File: src/rtl/spi_ram_param_if.sv
// Serial frame port of spi_ram_param: slave select, data in/out and the abort flag.
interface spi_ram_param_if;
    logic ss_n;
    logic mosi;
    logic miso;
    logic frame_abort;

    modport master (output ss_n, output mosi, input miso, input frame_abort);
    modport slave  (input ss_n, input mosi, output miso, output frame_abort);
endinterface

File: src/rtl/spi_ram_param.sv
// Serial-framed RAM: 2-bit command + DATA_WIDTH payload per frame, reads shifted out MSB first.
// Optional macro SPI_RAM_AUTOINC_EN: post-increment wr_addr after writes and rd_addr after loads.
module spi_ram_param #(
    parameter int ADDR_WIDTH = 8,
    parameter int DATA_WIDTH = 8,
    parameter int MEM_DEPTH  = 256
) (
    input  logic            clk,
    input  logic            rst,
    spi_ram_param_if.slave  bus
);
    localparam int LP_FRAME = DATA_WIDTH + 2;
    localparam int LP_CNT_W = $clog2(LP_FRAME + 1);
    localparam logic [LP_CNT_W-1:0]   LP_FULL       = LP_CNT_W'(LP_FRAME);
    localparam logic [LP_CNT_W-1:0]   LP_SHIFT_LAST = LP_CNT_W'(DATA_WIDTH - 1);
    localparam logic [ADDR_WIDTH:0]   LP_DEPTH      = (ADDR_WIDTH + 1)'(MEM_DEPTH);

    typedef enum logic [2:0] {IDLE, RECV, LOAD, SHIFT, DONE} state_t;

    state_t                  r_state;
    state_t                  w_next;
    logic [LP_CNT_W-1:0]     r_cnt;
    logic [LP_FRAME-1:0]     r_sr;
    logic [DATA_WIDTH-1:0]   r_tx;
    logic [ADDR_WIDTH-1:0]   r_wr_addr;
    logic [ADDR_WIDTH-1:0]   r_rd_addr;
    logic                    r_abort;
    logic [DATA_WIDTH-1:0]   r_mem [MEM_DEPTH];

    logic [1:0]              w_cmd;
    logic [DATA_WIDTH-1:0]   w_payload;
    logic [ADDR_WIDTH-1:0]   w_addr;
    logic                    w_addr_ok;
    logic                    w_exec;
    logic                    w_mem_we;
    logic                    w_abort_set;

    assign w_cmd     = r_sr[LP_FRAME-1 -: 2];
    assign w_payload = r_sr[DATA_WIDTH-1:0];
    assign w_addr    = w_payload[ADDR_WIDTH-1:0];
    assign w_addr_ok = ({1'b0, w_addr} < LP_DEPTH);
    // Command executes one edge after the final bit, only if the frame is still selected.
    assign w_exec    = (r_state == RECV) && !bus.ss_n && (r_cnt == LP_FULL);
    assign w_mem_we  = w_exec && !rst && (w_cmd == 2'b01);

`ifdef SPI_RAM_AUTOINC_EN
    localparam logic [ADDR_WIDTH-1:0] LP_LAST = ADDR_WIDTH'(MEM_DEPTH - 1);

    function automatic logic [ADDR_WIDTH-1:0] f_next_addr(input logic [ADDR_WIDTH-1:0] a);
        return (a == LP_LAST) ? '0 : a + 1'b1;
    endfunction
`endif

    always_ff @(posedge clk) begin
        if (rst) r_state <= IDLE;
        else     r_state <= w_next;
    end

    always_comb begin
        w_next = r_state;
        if (bus.ss_n) begin
            w_next = IDLE;
        end else begin
            case (r_state)
                IDLE:    w_next = RECV;
                RECV:    if (r_cnt == LP_FULL) w_next = (w_cmd == 2'b11) ? LOAD : DONE;
                LOAD:    w_next = SHIFT;
                SHIFT:   if (r_cnt == LP_SHIFT_LAST) w_next = DONE;
                DONE:    w_next = DONE;
                default: w_next = IDLE;
            endcase
        end
    end

    always_comb begin
        bus.miso        = (r_state == SHIFT) ? r_tx[DATA_WIDTH-1] : 1'b0;
        bus.frame_abort = r_abort;
        w_abort_set     = bus.ss_n && (r_state == RECV || r_state == LOAD || r_state == SHIFT);
    end

    always_ff @(posedge clk) begin
        if (rst) begin
            r_cnt     <= '0;
            r_wr_addr <= '0;
            r_rd_addr <= '0;
            r_abort   <= 1'b0;
        end else begin
            r_abort <= w_abort_set;
            // One counter serves both the receive bit count and the shift-out count.
            if (w_next == RECV)
                r_cnt <= (r_state == RECV) ? r_cnt + 1'b1 : LP_CNT_W'(1);
            else if (w_next == SHIFT)
                r_cnt <= (r_state == SHIFT) ? r_cnt + 1'b1 : '0;
            else
                r_cnt <= '0;

            if (w_exec) begin
                case (w_cmd)
                    2'b00:   if (w_addr_ok) r_wr_addr <= w_addr;
                    2'b10:   if (w_addr_ok) r_rd_addr <= w_addr;
`ifdef SPI_RAM_AUTOINC_EN
                    2'b01:   r_wr_addr <= f_next_addr(r_wr_addr);
`endif
                    default: ;
                endcase
            end
`ifdef SPI_RAM_AUTOINC_EN
            if (r_state == LOAD && !bus.ss_n) r_rd_addr <= f_next_addr(r_rd_addr);
`endif
        end
    end

    always_ff @(posedge clk) begin
        if (r_state == IDLE || (r_state == RECV && r_cnt != LP_FULL))
            r_sr <= {r_sr[LP_FRAME-2:0], bus.mosi};
        if (r_state == LOAD)
            r_tx <= r_mem[r_rd_addr];
        else if (r_state == SHIFT)
            r_tx <= {r_tx[DATA_WIDTH-2:0], 1'b0};
        if (w_mem_we)
            r_mem[r_wr_addr] <= w_payload;
    end
endmodule
File: src/flat_wrapper.sv
// flat-port wrapper written by rule: the top's interface ports become plain ports
module spi_ram_param_flat 
#(
    parameter int ADDR_WIDTH = 8,
    parameter int DATA_WIDTH = 8,
    parameter int MEM_DEPTH  = 256
)
  (clk, rst, bus_ss_n, bus_mosi, bus_miso, bus_frame_abort);
  spi_ram_param_if bus_i ();
  input  logic clk;
  input  logic rst;
  input wire logic [$bits(bus_i.ss_n)-1:0] bus_ss_n;
  input wire logic [$bits(bus_i.mosi)-1:0] bus_mosi;
  output wire logic [$bits(bus_i.miso)-1:0] bus_miso;
  output wire logic [$bits(bus_i.frame_abort)-1:0] bus_frame_abort;
  assign bus_i.ss_n = bus_ss_n;
  assign bus_i.mosi = bus_mosi;
  assign bus_miso = bus_i.miso;
  assign bus_frame_abort = bus_i.frame_abort;
  spi_ram_param #(.ADDR_WIDTH(ADDR_WIDTH), .DATA_WIDTH(DATA_WIDTH), .MEM_DEPTH(MEM_DEPTH)) u_core (.clk(clk), .rst(rst), .bus(bus_i));
endmodule
File: config.mk
export PLATFORM = sky130hd
export DESIGN_NAME = spi_ram_param_flat
export DESIGN_NICKNAME = d
export VERILOG_FILES = /design/src/rtl/spi_ram_param_if.sv /design/src/rtl/spi_ram_param.sv /design/src/flat_wrapper.sv
export SDC_FILE = /design/constraint.sdc
export NUM_CORES = 2
export LEC_CHECK = 0
export BUFFER_PORTS_ARGS = -buffer_cell sky130_fd_sc_hd__buf_2
export CAP_MARGIN = 20
export CORE_MARGIN = 5
export CORE_UTILIZATION = 35
export DETAILED_ROUTE_END_ITERATION = 8
export PLACE_DENSITY = 0.49
export RECOVER_POWER = 25
export SLEW_MARGIN = 20
export SYNTH_ARGS = -nofsm -noshare
export SYNTH_HDL_FRONTEND = slang
export SYNTH_SLANG_ARGS = --single-unit
export TNS_END_PERCENT = 10
File: constraint.sdc
create_clock -name clk -period 4.8 [get_ports clk]
set_clock_uncertainty 0.05 [all_clocks]
set_input_delay 0.24 -clock clk [delete_from_list [all_inputs] [get_ports clk]]
set_output_delay 0.24 -clock clk [all_outputs]
set_load 0.03 [all_outputs]
* Yosys cells after proc, flatten, opt, wreduce, memory -nomap -nowiden
Memory sizes are Yosys's and may differ from the RTL's. A register that Yosys moved wholly into a read port is not among the register bits. Cells that the tools add are included.
Storage, ports and cells: register bits after elaboration 42, memory bits (writable) 2048, logic and storage cells 53, input bits 4, output and inout bits 2, memories kept 1
Memory list:
- u_core.r_mem | words 256, bits a word 8, read ports 1, clocked after Yosys merged registers in 1, wr ports 1, line spi_ram_param.sv:28 | logic [DATA_WIDTH-1:0] r_mem [MEM_DEPTH];
Cells by class: equal/unequal tests 12, reductions and logical operators 16, muxes and demuxes 16, add/subtract/negate cells 1
Operators with widths (number):
- $mux 8 | 4
- $mux 4 | 4
- $pmux 3 s5 | 1
- $mux 3 | 4
- $eq 3x2->1 const B | 3
- $eq 3x1->1 const B | 2
- $logic_and 1x1->1 | 6
- $add 4x1->4 const B | 1
- $eq 2x2->1 const B | 2
- $eq 4x3->1 const B | 1
- $eq 4x4->1 const B | 1
- $ne 4x4->1 const B | 1
- $reduce_and 2->1 | 2
- $eq 3x3->1 const B | 1
- $logic_not 3->1 | 1
- $logic_or 1x1->1 | 3
- $mux 1 | 3
- $eq 2x1->1 const B | 1
- $logic_not 1->1 | 2
- $logic_not 2->1 | 1
- $reduce_bool 2->1 | 1

* Depth between registers and ports, before layout
depth in word-level cells 8, mapped depth 13, mapped depth without buffers 9

* Worst setup path before layout
Ideal clock, no wire load.
kind register -> register, start reg u_core.r_sr[0], end mem u_core.r_mem[0][0], data pin, setup time 0.826 ns, path buffers 0, arrival time 3.268 ns, clock period less this slack 4.144 ns, slack 0.656 ns, required time 3.924 ns, cell stages (with the launch flop) 1, cells stage by stage edfxtp_1
RTL lines:
- start, declared | line spi_ram_param.sv:23 | logic [LP_FRAME-1:0] r_sr;
- start signal, assigned | line spi_ram_param.sv:115 | r_sr <= {r_sr[LP_FRAME-2:0], bus.mosi};
- end, declared | line spi_ram_param.sv:28
Straight into the memory's write port.

==> impl_metrics.env <==
export IMPL_critPathMaxFanout=15
export IMPL_cts_max_level=4
export IMPL_dp_hpwl_um=144200
export IMPL_yosysSeqAreaShare=0.7706
export IMPL_violations="capacitance limit, slew limit"
export IMPL_avgRoutedWirePerCell_um=30.92
export IMPL_syn_inst=3958
export IMPL_antenna_found_initial=7
export IMPL_cts_resized_gates=0
export IMPL_status="finished with violations"
export IMPL_max_freq_ghz=0.2366
export IMPL_hold_path_class="in -> reg"
export IMPL_rsz0062_at_grt="false"
export IMPL_final_layout_size_suffix_gt1_frac=0.2342
export IMPL_finalMaxSlewViolations=1404
export IMPL_grt_max_degree=178
export IMPL_via_count=40880
export IMPL_fin_cells=7497
export IMPL_synthesis_nets=3964
export IMPL_final_common_cell="edfxtp_1"
export IMPL_route_final_wire_length_um=231800
export IMPL_required_ps=5460
export IMPL_setup_violations=0
export IMPL_finalWorstPathRequiredPeriod_ps=4227
export IMPL_ir_drop_mv=0.3866
export IMPL_holdWs_ps=425.3
export IMPL_start_kind="register"
export IMPL_hold_violations=0
export IMPL_io_buffers=5
export IMPL_cts_made_buffers=218
export IMPL_cts_sinks=2098
export IMPL_post_cts_buffers=0
export IMPL_async_flop_share=0
export IMPL_cts_root_buffer="clkbuf_16"
export IMPL_die_h_um=492.1
export IMPL_grt_pass1_wl_um=324300
export IMPL_leakagePower_uw=0.02814
export IMPL_placed_cells=7088
export IMPL_syn_area_um2=81340
export IMPL_grt_pass1_vias=41140
export IMPL_num_rows=177
export IMPL_track_usage=0.1880
export IMPL_cts_tree="done"
export IMPL_gp_congestion=0.8264
export IMPL_dieArea_um2=242100
export IMPL_via_per_inst=5.453
export IMPL_setup_worst_path_end_class="register"
export IMPL_drtPass1Iterations=6
export IMPL_clk_latency_ps=850
export IMPL_setup_tns_final_ps=0
export IMPL_clkTransAtPathRegs_ps=60
export IMPL_start_util=0.3508
export IMPL_synth_edf_count=2066
export IMPL_yosys_warnings=0
export IMPL_layout_common_cells="edfxtp_1, mux4_2, nor2_1, mux2i_1, buf_4"
export IMPL_tightest_slew_ps=3896
export IMPL_area_growth_pct=15.11
export IMPL_path_class="reg -> reg"
export IMPL_max_slew_margin=-1.598
export IMPL_drt_iter0_drc=4294
export IMPL_ys_seq_elements=2098
export IMPL_synthFlopType="edfxtp_1"
export IMPL_clk_path_buf_depth=3
export IMPL_ys_types=63
export IMPL_core_region_area_um2=231900
export IMPL_pin_count=6
export IMPL_avgSynthCellArea_um2=20.55
export IMPL_cp_arrival_ps=4890
export IMPL_ant_nets=0
export IMPL_nNetsFinal=4276
export IMPL_post_route_drc_count=0
export IMPL_gr_total_overflow=0
export IMPL_pwr_density_cell_nw_per_um2=399.4
export IMPL_die_w_um=492.1
export IMPL_cap_violations=11
export IMPL_fin_crit_sh=0.8806
## registers in the layout (all words and copies together), names as in the netlist, named ones only
name	count
u_core.r_wr_addr	8
u_core.bus.frame_abort	1
u_core.r_sr	10
u_core.r_state	3
u_core.r_tx	8
u_core.r_cnt	4
u_core.r_rd_addr	8
u_core.r_mem	2048
## cell type report
cell class / instances / area (um^2)
Clock inverter: 138 / 1480
Clock buffer: 261 / 5659
Timing Repair Buffer: 321 / 2756
Inverter: 8 / 35.03
Fill cell: 20410 / 138200
Multi-Input combinational cell: 1623 / 17190
Tap cell: 3043 / 3807
Sequential cell: 2098 / 62700
Antenna cell: 5 / 12.51
## cell usage after synthesis, types with 10 or more instances
| cell | count | area [um^2] |
|---|---|---|
| a211o_1 | 10 | 87.58 |
| a211oi_1 | 42 | 315.3 |
| a21oi_1 | 41 | 205.2 |
| a22oi_1 | 54 | 405.4 |
| buf_2 | 62 | 310.3 |
| buf_6 | 44 | 495.5 |
| buf_8 | 12 | 180.2 |
| clkbuf_1 | 93 | 349.1 |
| dfxtp_1 | 32 | 640.6 |
| edfxtp_1 | 2066 | 62040 |
| mux2i_1 | 287 | 2873 |
| mux4_2 | 399 | 8986 |
| nand2_1 | 109 | 409.1 |
| nand3_1 | 38 | 190.2 |
| nand4_1 | 13 | 81.33 |
| nor2_1 | 301 | 1130 |
| nor2b_1 | 11 | 68.82 |
| nor3_1 | 22 | 110.1 |
| nor4_1 | 11 | 68.82 |
| o21ai_0 | 32 | 160.2 |
| o221ai_1 | 43 | 376.6 |
| o22ai_1 | 107 | 669.4 |
## routing by layer
layer / vias up / wire length [um] / GRT usage
met5: - / 0 / 0
met4: 0 / 6514 / 0.05273
met3: 330 / 17160 / 0.04642
met2: 1446 / 108200 / 0.2923
met1: 22010 / 99920 / 0.2643
li1: 17100 / - / -
## stage by stage
stage	total power, uW	util	cell area, um^2	setup slack [ps]
CTS	37730	0.4044	93780	745.6
floorplan	20710	-	81340	656.5
global placement	20880	0.3734	86580	803.3
global route	38550	0.4038	93620	334.3
finish	37400	0.4038	93630	573.0
detailed placement	20890	0.3735	86600	779.7
## report_power, final
part | switching, uW | internal [uW]
Clock | 7180 | 9710
Sequential | 11.1 | 20200
Combinational | 326 | 18.5
Total | 7520 | 29900
## final timing paths
check / startpoint / endpoint / slack, ps / cells after the start
max: register / u_core.r_tx[3] / 570 / 7
min: bus_ss_n / u_core.r_state[2] / 430 / 4
max reg2reg: register / u_core.r_tx[3] / 570 / 7
min reg2reg: u_core.r_rd_addr[4] / u_core.r_rd_addr[4] / 460 / 2
## what timing repair did
item / in CTS / in global routing
setup endpoints to repair: 0 / 0
hold buffers: 4 / 0
hold endpoints to repair: 33 / 0
## kinds of logic after synthesis
kind of cell | Yosys count | share of synthesized area
buffers and inverters | 237 | 0.01883
AO/OA/AOI/OAI | 380 | 0.03246
multiplexers | 698 | 0.1491
adder cells (fa/ha/maj) | 2 | 0.0003076
flip-flops | 2098 | 0.7706
AND/OR/NAND/NOR | 541 | 0.02847
XOR/XNOR | 2 | 0.0002154
## critical path, stage by stage (launching register included)
cell       delay (ps)
dfxtp_1          1000
nand2b_1          710
or2_2             510
a211oi_1          220
o31ai_1           500
o2111ai_1         180
nor3_1            730
a211o_1           190
Note: power is estimated with default switching activity, not from simulation.
